==> config.mk <==
export PLATFORM = sky130hd
export DESIGN_NAME = sprite_bank
export DESIGN_NICKNAME = d
export VERILOG_FILES = /design/src/rtl/sprite_bank.sv
export SDC_FILE = /design/constraint.sdc
export NUM_CORES = 1
export LEC_CHECK = 0
export BUFFER_PORTS_ARGS = -buffer_cell sky130_fd_sc_hd__clkbuf_2
export CORE_AREA = 2 2 211 213
export DETAILED_ROUTE_END_ITERATION = 8
export DIE_AREA = 0 0 213 215
export HOLD_SLACK_MARGIN = 0.06
export PLACE_DENSITY = 0.64
export SLEW_MARGIN = 25
export SYNTH_ARGS = -nofsm -noshare
export SYNTH_HDL_FRONTEND = slang
export SYNTH_SLANG_ARGS = --single-unit
==> constraint.sdc <==
create_clock -name clk -period 5.5 [get_ports clk]
set_input_delay 0.55 -clock clk [delete_from_list [all_inputs] [get_ports clk]]
set_output_delay 0.55 -clock clk [all_outputs]
set_load 0.01 [all_outputs]
==> src/rtl/sprite_bank.sv <==
// Per-scanline sprite pixel engine: NUM_SPR double-buffered slots, internal priority.
// Optional macro SPR_ZERO_HIT_EN enables the sprite-0 flag register and spr0_px output.
module sprite_bank #(
  parameter int NUM_SPR = 8,
  localparam int SLOT_W = (NUM_SPR > 1) ? $clog2(NUM_SPR) : 1
) (
  input  logic              clk,
  input  logic              rst,
  input  logic              px_en,
  input  logic              line_start,
  input  logic              wr_en,
  input  logic [SLOT_W-1:0] wr_slot,
  input  logic [1:0]        wr_sel,
  input  logic [7:0]        wr_data,
  input  logic              spr0_in,
  output logic [3:0]        px,
  output logic              pri,
  output logic              spr0_px
);

  // Staging set; attr keeps only the bits that matter: {flip, pri, pal[1:0]}
  logic [NUM_SPR-1:0] st_valid;
  logic [3:0]         st_attr [NUM_SPR];
  logic [7:0]         st_pat0 [NUM_SPR];
  logic [7:0]         st_pat1 [NUM_SPR];
  logic [7:0]         st_x    [NUM_SPR];

  // Active set; a_attr = {pri, pal[1:0]}
  logic [NUM_SPR-1:0] act_valid;
  logic [2:0]         a_attr [NUM_SPR];
  logic [7:0]         sr0    [NUM_SPR];
  logic [7:0]         sr1    [NUM_SPR];
  logic [7:0]         xc     [NUM_SPR];

  logic       wr_hit;
  logic [7:0] wr_pat;
  logic [3:0] win_px;
  logic       win_pri;
  logic       found;
  logic [1:0] cand;

  function automatic logic [7:0] bit_rev(input logic [7:0] d);
    logic [7:0] r;
    r = '0;
    for (int unsigned b = 0; b < 8; b++) r[b] = d[7-b];
    return r;
  endfunction

  assign wr_hit = wr_en && (int'(wr_slot) < NUM_SPR);
  assign wr_pat = st_attr[wr_slot][3] ? bit_rev(wr_data) : wr_data;

  // The x write's valid set is issued after the line_start clear so it survives.
  always_ff @(posedge clk) begin
    if (rst) begin
      st_valid <= '0;
      for (int unsigned i = 0; i < NUM_SPR; i++) begin
        st_attr[i] <= '0;
        st_pat0[i] <= '0;
        st_pat1[i] <= '0;
        st_x[i]    <= '0;
      end
    end else begin
      if (line_start) st_valid <= '0;
      if (wr_hit) begin
        case (wr_sel)
          2'd0: st_attr[wr_slot] <= {wr_data[6], wr_data[5], wr_data[1:0]};
          2'd1: st_pat0[wr_slot] <= wr_pat;
          2'd2: st_pat1[wr_slot] <= wr_pat;
          default: begin
            st_x[wr_slot]     <= wr_data;
            st_valid[wr_slot] <= 1'b1;
          end
        endcase
      end
    end
  end

  always_comb begin
    win_px  = '0;
    win_pri = 1'b0;
    found   = 1'b0;
    cand    = '0;
    for (int unsigned i = 0; i < NUM_SPR; i++) begin
      cand = {sr1[i][7], sr0[i][7]};
      if (!found && act_valid[i] && (xc[i] == 8'd0) && (cand != 2'b00)) begin
        found   = 1'b1;
        win_px  = {a_attr[i][1:0], cand};
        win_pri = a_attr[i][2];
      end
    end
  end

  always_ff @(posedge clk) begin
    if (rst) begin
      act_valid <= '0;
      px        <= '0;
      pri       <= 1'b0;
      for (int unsigned i = 0; i < NUM_SPR; i++) begin
        a_attr[i] <= '0;
        sr0[i]    <= '0;
        sr1[i]    <= '0;
        xc[i]     <= '0;
      end
    end else if (line_start) begin
      act_valid <= st_valid;
      for (int unsigned i = 0; i < NUM_SPR; i++) begin
        a_attr[i] <= st_attr[i][2:0];
        sr0[i]    <= st_pat0[i];
        sr1[i]    <= st_pat1[i];
        xc[i]     <= st_x[i];
      end
    end else if (px_en) begin
      px  <= win_px;
      pri <= win_pri;
      for (int unsigned i = 0; i < NUM_SPR; i++) begin
        if (xc[i] != 8'd0) begin
          xc[i] <= xc[i] - 8'd1;
        end else begin
          sr0[i] <= {sr0[i][6:0], 1'b0};
          sr1[i] <= {sr1[i][6:0], 1'b0};
        end
      end
    end
  end

`ifdef SPR_ZERO_HIT_EN
  logic spr0_flag;
  logic s0_hit;

  assign s0_hit = act_valid[0] && (xc[0] == 8'd0) && (sr0[0][7] || sr1[0][7]) && spr0_flag;

  always_ff @(posedge clk) begin
    if (rst) begin
      spr0_flag <= 1'b0;
      spr0_px   <= 1'b0;
    end else if (line_start) begin
      spr0_flag <= spr0_in;
    end else if (px_en) begin
      spr0_px <= s0_hit;
    end
  end
`else
  logic spr0_unused;
  assign spr0_unused = spr0_in;
  assign spr0_px     = 1'b0;
`endif

endmodule

==> metrics.md, run 1 <==
| Metric | Value |
|---|---|
| Status | `complete, no violations` |
| Top-area cell type share of the netlist area | `67.0%` |
| Post-Route Setup TNS | `0 ns` |
| Starting Density | `44.3%` |
| Top post-synthesis cells by area | `edfxtp_1, a22o_1, and2_1, nor2_1, dfxtp_1` |
| Setup-failing EPs final | `0` |
| Core area | `43600 um^2` |
| Worst Reg-to-Reg Cells | `7` |
| Pre-antenna DRT Iters | `5` |
| Period minus WS final | `3.30 ns` |
| Remaining Overflow, GRT | `0` |
| TritonCTS clock tree | `done` |
| Die Ht | `215 um` |
| Unrepaired setup endpoints after global routing | `false` |
| Worst Path Arrival | `3.75 ns` |
| # nets final | `1504` |
| Main synth FF type | `edfxtp_1` |
| Worst reg-to-reg setup slack | `2.20 ns` |
| Syn avg cell area | `13.3 um^2` |
| Tot GR Track Use | `18.3%` |
| Max incr delay on CP | `0.73 ns` |
| Area growth syn-to-layout | `12.6%` |
| Post-CTS Hold Buffers | `0` |
| # port buffers | `22` |
| Pre-CTS setup slack | `1.77 ns` |
| Count of state elements after synthesis | `461` |
| Clock buffer depth | `3` |
| Synthesized Nets | `1484` |
| Worst Path Buf+Inv | `0` |
| Crit path depth | `7` |
| Core Util, Final | `49.9%` |
| Final wirelength | `40900 um` |
| Clock Pin Slew Worst Setup and Hold Paths | `0.06 ns` |
| EDFF count, synth | `432` |
| Sequential-to-total area share from yosys stat | `70.0%` |
| CP endpoint kind | `flip-flop` |
| Max_slew headroom | `31.7%` |
| H-tree level count | `2` |
| Hpwl dp | `25200 um` |
| Final Instance Area | `21800 um^2` |
| Synthesized area | `19400 um^2` |
| Final Hold Viols | `0` |
| DRC errors left | `0` |
| Crit path max fanout | `12` |
| Final Skew | `0.0184 ns` |
| Max Slew Vio Count | `0` |
| Critical path's slowest cell | `nor4_2` |
| Clock sinks | `461` |
| Worst VDD drop | `0.295 mV` |
| CTS root buf | `clkbuf_16` |
| Fin worst setup slack | `2.20 ns` |
| Pleak | `7.90 nW` |
| GP Congestion | `0.801` |
| Routed WL per cell | `19.4 um` |
| CP Launch Type | `flip-flop` |
| Pwr dens | `363 nW/um^2` |
| Cell taking the most area after synthesis | `edfxtp_1` |
| First-pass GRT wire length | `64200 um` |
| Via density per instance | `5.40` |
| Worst path cell trace | `or4_1, nor4_2, or3_1, nor4bb_4, a221oi_1, o21a_1, o21ai_1` |
| Die X-Extent | `213 um` |
| Critical path required time | `5.95 ns` |
| Post-synthesis cell type count | `60` |
| Hold WS | `0.458 ns` |
| CTS buffer count | `48` |
| RR Startpoint | `xc[0][19]` |
| Largest net degree at the start of global routing | `144` |
| # diodes | `0` |
| CP startpoint | `xc[0][19]` |
| Worst hold-check path type | `flip-flop to flip-flop` |
| Initial antenna violation count | `3` |
| Post_cts resized | `0` |
| Most frequent cells in the layout | `edfxtp_1, nor2_1, and2_1, nand2_1, a22o_1` |
| Reg2reg end | `px[0]` |
| WS Path Type | `flip-flop to flip-flop` |
| Placement Cell Area | `20200 um^2` |
| Worst-Skew Late Latency | `0.56 ns` |
| Fillers | `3716` |
| Max-cap violation count | `0` |
| Iter 0 DRT Violations | `1005` |
| Fraction of layout cells with a size suffix above 1 | `10.6%` |
| Number of global-route vias before repair | `11300` |
| Leading cell type in the layout, fill and taps excluded | `edfxtp_1` |
| Post-synth ARST share | `0%` |
| Worst-Margin Slew | `1.00 ns` |
| Die Area | `45800 um^2` |
| Num ports | `25` |
| Synth Instances | `1455` |
| Via count | `11400` |
| CP endpoint | `px[0]` |
| YS warnings | `0` |
| DRT antenna net count | `0` |
| Fmax | `0.303 GHz` |
| Crit path max-delay family | `simple AND/OR/NAND/NOR gates` |
| Final period util | `60.0%` |
| Row Count | `77` |
| Post-CTS Setup Inserts | `0` |
==> registers in the layout, indices dropped and copies added, names as in the netlist, 8 cells and up <==
name	cells
st_valid	8
a_attr	24
sr1	64
sr0	64
st_pat1	64
st_attr	32
st_x	64
xc	64
st_pat0	64
act_valid	8
==> worst min path at each step <==
stage,start,endpoint,slack [ns],cells past startpoint
global route,st_valid[1],st_valid[1],0.47,1
detailed placement,st_valid[4],st_valid[4],0.44,1
finish,st_valid[4],st_valid[4],0.46,1
floorplan,st_valid[0],st_valid[0],0.43,1
CTS,st_valid[0],st_valid[0],0.46,1
global placement,st_valid[3],st_valid[3],0.43,1
==> layer usage <==
layer / GRT usage [%] / share of wire, % / vias to the layer above
li1: - / - / 5371
met1: 25.1 / 44 / 5589
met2: 28.8 / 46 / 298
met3: 3.23 / 5.9 / 100
met4: 7.30 / 3.5 / 6
met5: 0 / 0.093 / -
==> through the flow <==
step	power [W]	std cells
after floorplan	0.00451	1455
after global placement	0.00471	2016
after detailed placement	0.00473	2017
after CTS	0.00798	2106
after global routing	0.00818	2106
final	0.00792	2106
==> final cells by class <==
type	instances	area, um^2	share of cell area [%]
tap	592	741	3.40
multi-input combinational	910	5600	25.7
clock buffer	66	1310	6.01
inverter	18	67.6	0.310
sequential	461	13600	62.2
clock inverter	23	282	1.29
timing repair buffer	36	240	1.10
==> power breakdown <==
group	switching, W	total (W)	leakage, nW	internal (W)
registers	0.0000907	0.00413	4.82	0.00404
logic	0.000355	0.000525	2.30	0.000170
clock network	0.00131	0.00326	0.778	0.00195
==> cell usage after synthesis, drive strengths merged (2+ instances only) <==
cell type,number
o21ai,88
and3b,2
a22o,113
a31oi,2
nor2b,13
a211oi,2
nor3,19
a221oi,5
mux2i,20
edfxtp,432
and2,123
or3,13
a221o,3
dfxtp,29
buf,6
o22ai,2
a21oi,14
ha,10
inv,18
nor4b,2
a22oi,2
and3,2
or2,23
or4,8
xnor2,33
a21o,9
nor2,202
nand2,120
a32o,4
nand2b,24
xor2,14
nand3b,7
nor3b,3
or3b,5
nand3,3
nor4,8
clkbuf,60
==> kinds of logic after synthesis <==
kind of cell             synth area share, %
XOR/XNOR                                2.13
AO/OA/AOI/OAI                           9.46
multiplexers                            1.03
other                                 0.0194
buffers and inverters                   1.71
AND/OR/NAND/NOR                         15.0
flip-flops                              70.0
adder cells (fa/ha/maj)                0.646
Power figures use the tool's default switching activity.
==> run 2: changes to the inputs <==
- ABC_AREA: unset -> 1
- clock period: 5.5 -> 3.3 ns (I/O delays scaled with it)
==> metrics.md, run 2 <==
| Metric | Value |
|---|---|
| Clock sinks | `461 (unchanged)` |
| Leading cell type in the layout, fill and taps excluded | `edfxtp_1` |
| Fin worst setup slack | `0.603 ns (-1.60 ns)` |
| YS warnings | `0 (unchanged)` |
| Fmax | `0.371 GHz (+22%)` |
| Initial antenna violation count | `2 (-1)` |
| Number of global-route vias before repair | `12200 (+8.6%)` |
| Die Ht | `215 um (unchanged)` |
| First-pass GRT wire length | `67300 um (+4.8%)` |
| Area growth syn-to-layout | `12.7%` |
| Starting Density | `44.5% (+0.11 points)` |
| TritonCTS clock tree | `done` |
| GP Congestion | `0.855 (+6.7%)` |
| Cell taking the most area after synthesis | `edfxtp_1` |
| Post_cts resized | `0 (unchanged)` |
| Iter 0 DRT Violations | `1308 (+30%)` |
| Pre-antenna DRT Iters | `5 (unchanged)` |
| Fillers | `3835 (+3.2%)` |
| Worst VDD drop | `0.299 mV (+1.1%)` |
| Post-Route Setup TNS | `0 ns (unchanged)` |
| Logic pwr share | `7.7% (+1.1 points)` |
| Final Hold Viols | `0 (unchanged)` |
| Final Skew | `0.0163 ns (-0.00218 ns)` |
| Status | `complete, no violations` |
| Via density per instance | `5.38 (-0.36%)` |
| Core area | `43600 um^2 (unchanged)` |
| Max Slew Vio Count | `0 (unchanged)` |
| Via count | `12400 (+9.3%)` |
| Most frequent cells in the layout | `edfxtp_1, nor2_1, nand2_1, inv_1, a32o_1` |
| Period minus WS final | `2.70 ns (-0.603 ns)` |
| Max-cap violation count | `0 (unchanged)` |
| CP most frequent cell | `nand2_1` |
| CTS buffer count | `47 (-2.1%)` |
| Final period util | `81.7% (+22 points)` |
| Critical path required time | `3.73 ns (-2.22 ns)` |
| Final wirelength | `42600 um (+4.1%)` |
| CP Launch Type | `flip-flop` |
| Post-synthesis cell type count | `43 (-28%)` |
| Post-CTS Hold Buffers | `0 (unchanged)` |
| Worst-Margin Slew | `0.706 ns (-0.296 ns)` |
| Tot GR Track Use | `18.9% (+0.65 points)` |
| Syn avg cell area | `11.9 um^2 (-10%)` |
| Main synth FF type | `edfxtp_1` |
| Internal power | `0.00997 W (+62%)` |
| Max incr delay on CP | `0.50 ns (-0.23 ns)` |
| Synthesized area | `19400 um^2 (+0.25%)` |
| WS Path Type | `flip-flop to flip-flop` |
| Net Sw Power | `0.00298 W (+70%)` |
| Clock Pin Slew Worst Setup and Hold Paths | `0.06 ns (about the same)` |
| Worst hold-check path type | `input pin to flip-flop` |
| Largest net degree at the start of global routing | `101 (-30%)` |
| Routed WL per cell | `18.4 um (-5.1%)` |
| Top-area cell type share of the netlist area | `66.9% (-0.17 points)` |
| CP endpoint kind | `flip-flop` |
| # nets final | `1710 (+14%)` |
| # port buffers | `22 (unchanged)` |
| Unrepaired setup endpoints after global routing | `false` |
| Die X-Extent | `213 um (unchanged)` |
| Post-CTS Setup Inserts | `0 (unchanged)` |
| EDFF count, synth | `432 (unchanged)` |
| Clk pwr share | `39.3% (-1.9 points)` |
| Die Area | `45800 um^2 (unchanged)` |
| Reg power frac | `53.0% (+0.8 points)` |
| Fraction of layout cells with a size suffix above 1 | `11.2% (+0.55 points)` |
| Sequential-to-total area share from yosys stat | `69.8% (-0.18 points)` |
| Num ports | `25 (unchanged)` |
| Synth Instances | `1629 (+12%)` |
| Worst-Skew Late Latency | `0.55 ns (about the same)` |
| Clock buffer depth | `3 (unchanged)` |
| Row Count | `77 (unchanged)` |
| Setup-failing EPs final | `0 (unchanged)` |
| DRT antenna net count | `0 (unchanged)` |
| Commonest cells in the netlist | `edfxtp_1, nor2_1, nand2_1` |
| Count of state elements after synthesis | `461 (unchanged)` |
| H-tree level count | `2 (unchanged)` |
| Pleak | `8.38 nW (+6.1%)` |
| Hpwl dp | `26900 um (+7.1%)` |
| Most common cell in the synthesized netlist | `edfxtp_1` |
| Worst Path Arrival | `3.13 ns (-0.62 ns)` |
| Pre-CTS setup slack | `0.671 ns (-1.10 ns)` |
| Crit path max fanout | `11 (-1)` |
| DRC errors left | `0 (unchanged)` |
| Post-synth ARST share | `0% (unchanged)` |
| Max_slew headroom | `52.8% (+21 points)` |
| Worst path cell trace | `inv_1, ha_1, nor3b_2, nand2_1, nor2_1, nor2_1, nand3_1, or2_1, o21ai_1, nand2_1, nand2_1, a21oi_1` |
| Top post-synthesis cells by area | `edfxtp_1, nor2_1, a32o_1, nand2_1, dfxtp_1` |
| Pwr dens | `592 nW/um^2 (+63%)` |
| CTS root buf | `clkbuf_16` |
| Synthesized Nets | `1658 (+12%)` |
| Remaining Overflow, GRT | `0 (unchanged)` |
| Switching Share | `23.0% (+0.84 points)` |
| Critical path's slowest cell | `nor2_1` |
-- run 2: final cells by class --
| class | instances | area (um^2) | share of cell area [%] |
|---|---|---|---|
| clock buffer | 68 | 1340 | 6.12 |
| sequential | 461 | 13600 | 62.0 |
| clock inverter | 16 | 131 | 0.601 |
| multi-input combinational | 932 | 4950 | 22.7 |
| inverter | 169 | 634 | 2.90 |
| antenna | 2 | 5.00 | 0.0229 |
| tap | 592 | 741 | 3.39 |
| timing repair buffer | 70 | 508 | 2.32 |
-- run 2: per-layer routing --
metal | track usage, % | vias to the layer above | share of wire, %
met4 | 6.55 | 0 | 3.1
met1 | 26.5 | 6099 | 44
met2 | 30.0 | 375 | 46
met5 | 0 | - | 0
li1 | - | 5864 | -
met3 | 3.08 | 82 | 6.4
-- run 2: power groups by stage --
stage	Combinational (W)	Sequential, W	Clock [W]
5_1_grt	0.00110	0.00689	0.00538
3_5_place_dp	0.000997	0.00698	0
4_1_cts	0.00100	0.00686	0.00517
2_1_floorplan	0.000648	0.00694	0
3_3_place_gp	0.000976	0.00697	0
6_report	0.000998	0.00686	0.00509
-- run 2: per-stage QoR --
| step | std cells | cell area, um^2 | total power [W] | hold WS (ns) | utilization, % |
|---|---|---|---|---|---|
| global placement | 2224 | 20400 | 0.00795 | 0.419 | 46.7 |
| detailed placement | 2224 | 20400 | 0.00798 | 0.426 | 46.7 |
| floorplan | 1629 | 19400 | 0.00759 | 0.410 | - |
| global route | 2308 | 21900 | 0.0134 | 0.342 | 50.1 |
| finish | 2310 | 21900 | 0.0129 | 0.337 | 50.1 |
| CTS | 2308 | 21900 | 0.0130 | 0.315 | 50.1 |
-- run 2: final timing paths --
kind | startpoint | end | slack, ns | cells past startpoint
hold / removal | rst | sr1[0][56] | 0.34 | 4
setup / recovery | xc[0][24] | pri | 0.60 | 12
setup reg to reg | xc[0][24] | pri | 0.60 | 12
hold reg to reg | st_pat0[5][0] | sr0[0][40] | 0.44 | 2
-- run 2: critical path, delay by kind of cell, from the launching register on --
family | cells | cell delay (ns)
AOI/OAI and AO/OA | 2 | 0.15
adders and majority gates | 1 | 0.22
buffers and inverters | 1 | 0.07
DFF | 1 | 0.36
and+or+nand+nor | 8 | 1.78
-- run 2: cell families (layout without fill, tap and decap cells) --
logic type / Yosys count / in the layout / synth area share (%)
AO/OA/AOI/OAI: 241 / 241 / 9.70
XOR/XNOR: 36 / 36 / 1.62
adder cells (fa/ha/maj): 10 / 10 / 0.645
buffers and inverters: 236 / 323 / 4.71
flip-flops: 461 / 461 / 69.8
other: 1 / 3 / 0.0193
AND/OR/NAND/NOR: 644 / 644 / 13.5
==> run 3: changes to the inputs <==
- ABC_AREA: 1 -> 0
- clock period: 3.3 -> 2.7 ns (I/O delays scaled with it)
==> metrics.md, run 3 (same netlist as run 1, synthesis figures left out) <==
| Metric | Value |
|---|---|
| Status | `complete, no violations` |
| Worst-Skew Late Latency | `0.57 ns (+0.02 ns)` |
| Final total power | `0.0158 W (+22%)` |
| FF/Latch Area | `13600 um^2 (unchanged)` |
| Final Instance Area | `22500 um^2 (+2.8%)` |
| Routed WL per cell | `19.4 um (+5.3%)` |
| # port buffers | `22 (unchanged)` |
| TritonCTS clock tree | `done` |
| Fmax | `0.376 GHz (+1.4%)` |
| Final period util | `98.6% (+17 points)` |
| Number of global-route vias before repair | `11500 (-5.9%)` |
| WS Path Type | `flip-flop to flip-flop` |
| Pwr dens | `703 nW/um^2 (+19%)` |
| Worst Path Arrival | `3.12 ns (about the same)` |
| GP Congestion | `0.841 (-1.6%)` |
| Hpwl dp | `27600 um (+2.5%)` |
| Remaining Overflow, GRT | `0 (unchanged)` |
| Most frequent cells in the layout | `edfxtp_1, nor2_1, and2_1, nand2_1, a22o_1` |
| Core area | `43600 um^2 (unchanged)` |
| Period minus WS final | `2.66 ns (-0.0360 ns)` |
| Final wirelength | `42600 um (about the same)` |
| # nets final | `1594 (-6.8%)` |
| Reg2reg end | `px[0]` |
| Hold EP | `sr0[0][56]` |
| CP endpoint kind | `flip-flop` |
| H-tree level count | `2 (unchanged)` |
| Pleak | `8.33 nW (-0.54%)` |
| Area growth syn-to-layout | `16.1%` |
| Worst reg-to-reg setup slack | `0.04 ns (-0.56 ns)` |
| CTS root buf | `clkbuf_16` |
| Fillers | `3688 (-3.8%)` |
| DRT antenna net count | `0 (unchanged)` |
| Die Area | `45800 um^2 (unchanged)` |
| Worst hold-check path type | `input pin to flip-flop` |
| Core Util, Final | `51.5% (+1.4 points)` |
| Die Ht | `215 um (unchanged)` |
| Tot GR Track Use | `18.8% (-0.17 points)` |
| Final Skew | `0.0102 ns (-0.00602 ns)` |
| DRC errors left | `0 (unchanged)` |
| Worst-Margin Slew | `0.844 ns (+0.138 ns)` |
| CP Launch Type | `flip-flop` |
| Area of the multi-input gates | `5540 um^2 (+12%)` |
| Placement Cell Area | `21000 um^2 (+2.8%)` |
| Worst Hold Launch | `rst` |
| Clock Pin Slew Worst Setup and Hold Paths | `0.06 ns (about the same)` |
| Initial antenna violation count | `3 (+1)` |
| CTS buffer count | `47 (unchanged)` |
| Largest net degree at the start of global routing | `56 (-45%)` |
| Starting Density | `44.3% (-0.11 points)` |
| WHS Path Cells | `3 (-1)` |
| Crit path max fanout | `5 (-6)` |
| Setup-failing EPs final | `0 (unchanged)` |
| Pre-antenna DRT Iters | `6 (+1)` |
| Clock sinks | `461 (unchanged)` |
| RR Startpoint | `xc[0][35]` |
| Row Count | `77 (unchanged)` |
| Via count | `11900 (-4.5%)` |
| Iter 0 DRT Violations | `866 (-34%)` |
| Num ports | `25 (unchanged)` |
| Post-Route Setup TNS | `0 ns (unchanged)` |
| Via density per instance | `5.41 (+0.54%)` |
| Max Slew Vio Count | `0 (unchanged)` |
| Max-cap violation count | `0 (unchanged)` |
| Worst Reg-to-Reg Cells | `7 (-5)` |
| Clock buffer depth | `3 (unchanged)` |
| Critical path required time | `3.16 ns (-0.57 ns)` |
| Leading cell type in the layout, fill and taps excluded | `edfxtp_1` |
| Max_slew headroom | `43.7% (-9.1 points)` |
| First-pass GRT wire length | `65500 um (-2.6%)` |
| Fraction of layout cells with a size suffix above 1 | `15.1% (+3.9 points)` |
| Die X-Extent | `213 um (unchanged)` |
| Final Hold Viols | `0 (unchanged)` |
| Worst VDD drop | `0.503 mV (+68%)` |
-- run 3: changes by cell type in the layout (fill, tap and decap cells not counted), moves of 41 or more --
cell | before | now
and2_1 | 1 | 123
nor2_1 | 322 | 200
a32o_1 | 113 | 4
nand2_1 | 229 | 120
inv_1 | 121 | 18
a22o_1 | 14 | 113
nand3_1 | 52 | 3
o21ai_0 | 31 | 77
buf_4 | 45 | 86
-- run 3: cell type report --
cell class | count | share of cell area [%]
Multi-Input combinational cell | 910 | 24.7
Clock inverter | 13 | 0.401
Antenna cell | 3 | 0.0334
Timing Repair Buffer | 127 | 4.97
Clock buffer | 69 | 6.01
Sequential cell | 461 | 60.3
Inverter | 18 | 0.301
Tap cell | 592 | 3.30
-- run 3: worst max-delay path by stage --
stage / from / to / slack (ns) / depth (start not counted)
2_1_floorplan: xc[0][24] / sr0[0][24] / 0.09 / 5
3_5_place_dp: xc[0][24] / pri / -0.06 / 9
4_1_cts: xc[0][59] / px[3] / 0.02 / 7
3_3_place_gp: xc[0][24] / pri / -0.003 / 9
6_report: xc[0][35] / px[0] / 0.04 / 7
5_1_grt: xc[0][35] / px[0] / -0.006 / 7
-- run 3: critical path, cell delays in order (launching register included) --
cell       delay, ns
edfxtp_1        0.39
or4_1           0.57
or3_4           0.43
or3_4           0.44
or2_2           0.31
o2bb2ai_1       0.19
o21a_1          0.16
o21ai_1         0.07
-- run 3: routing by layer --
layer	vias up	wire (um)	global-route usage [%]	part of all wire, %
li1	5548	-	-	-
met2	301	19700	29.0	46
met3	79	2560	3.43	6.0
met4	0	1050	5.83	2.5
met1	5927	19300	27.0	45
met5	-	0	0	0
-- run 3: where the power goes --
group,internal [W],total [W],switching (W)
Sequential,0.00823,0.00841,0.000179
Combinational,0.000468,0.00123,0.000757
Clock,0.00355,0.00617,0.00262
-- run 3: repair_timing --
action / 4_1_cts / 5_1_grt
setup buffers: 0 / 3
gates cloned: 0 / 0
hold endpoints to repair: 1 / 0
gates resized for setup: 5 / 2
hold buffers: 1 / 0
endpoints found under the setup margin: 4 / 3
-- run 3: per-stage QoR --
stage / instances / hold slack (ns) / worst slack, ns
final: 2193 / 0.161 / 0.0386
after global routing: 2190 / 0.163 / -0.00562
after CTS: 2187 / 0.139 / 0.0238
after detailed placement: 2104 / 0.442 / -0.0567
after global placement: 2104 / 0.433 / -0.00270
after floorplan: 1455 / 0.426 / 0.0908
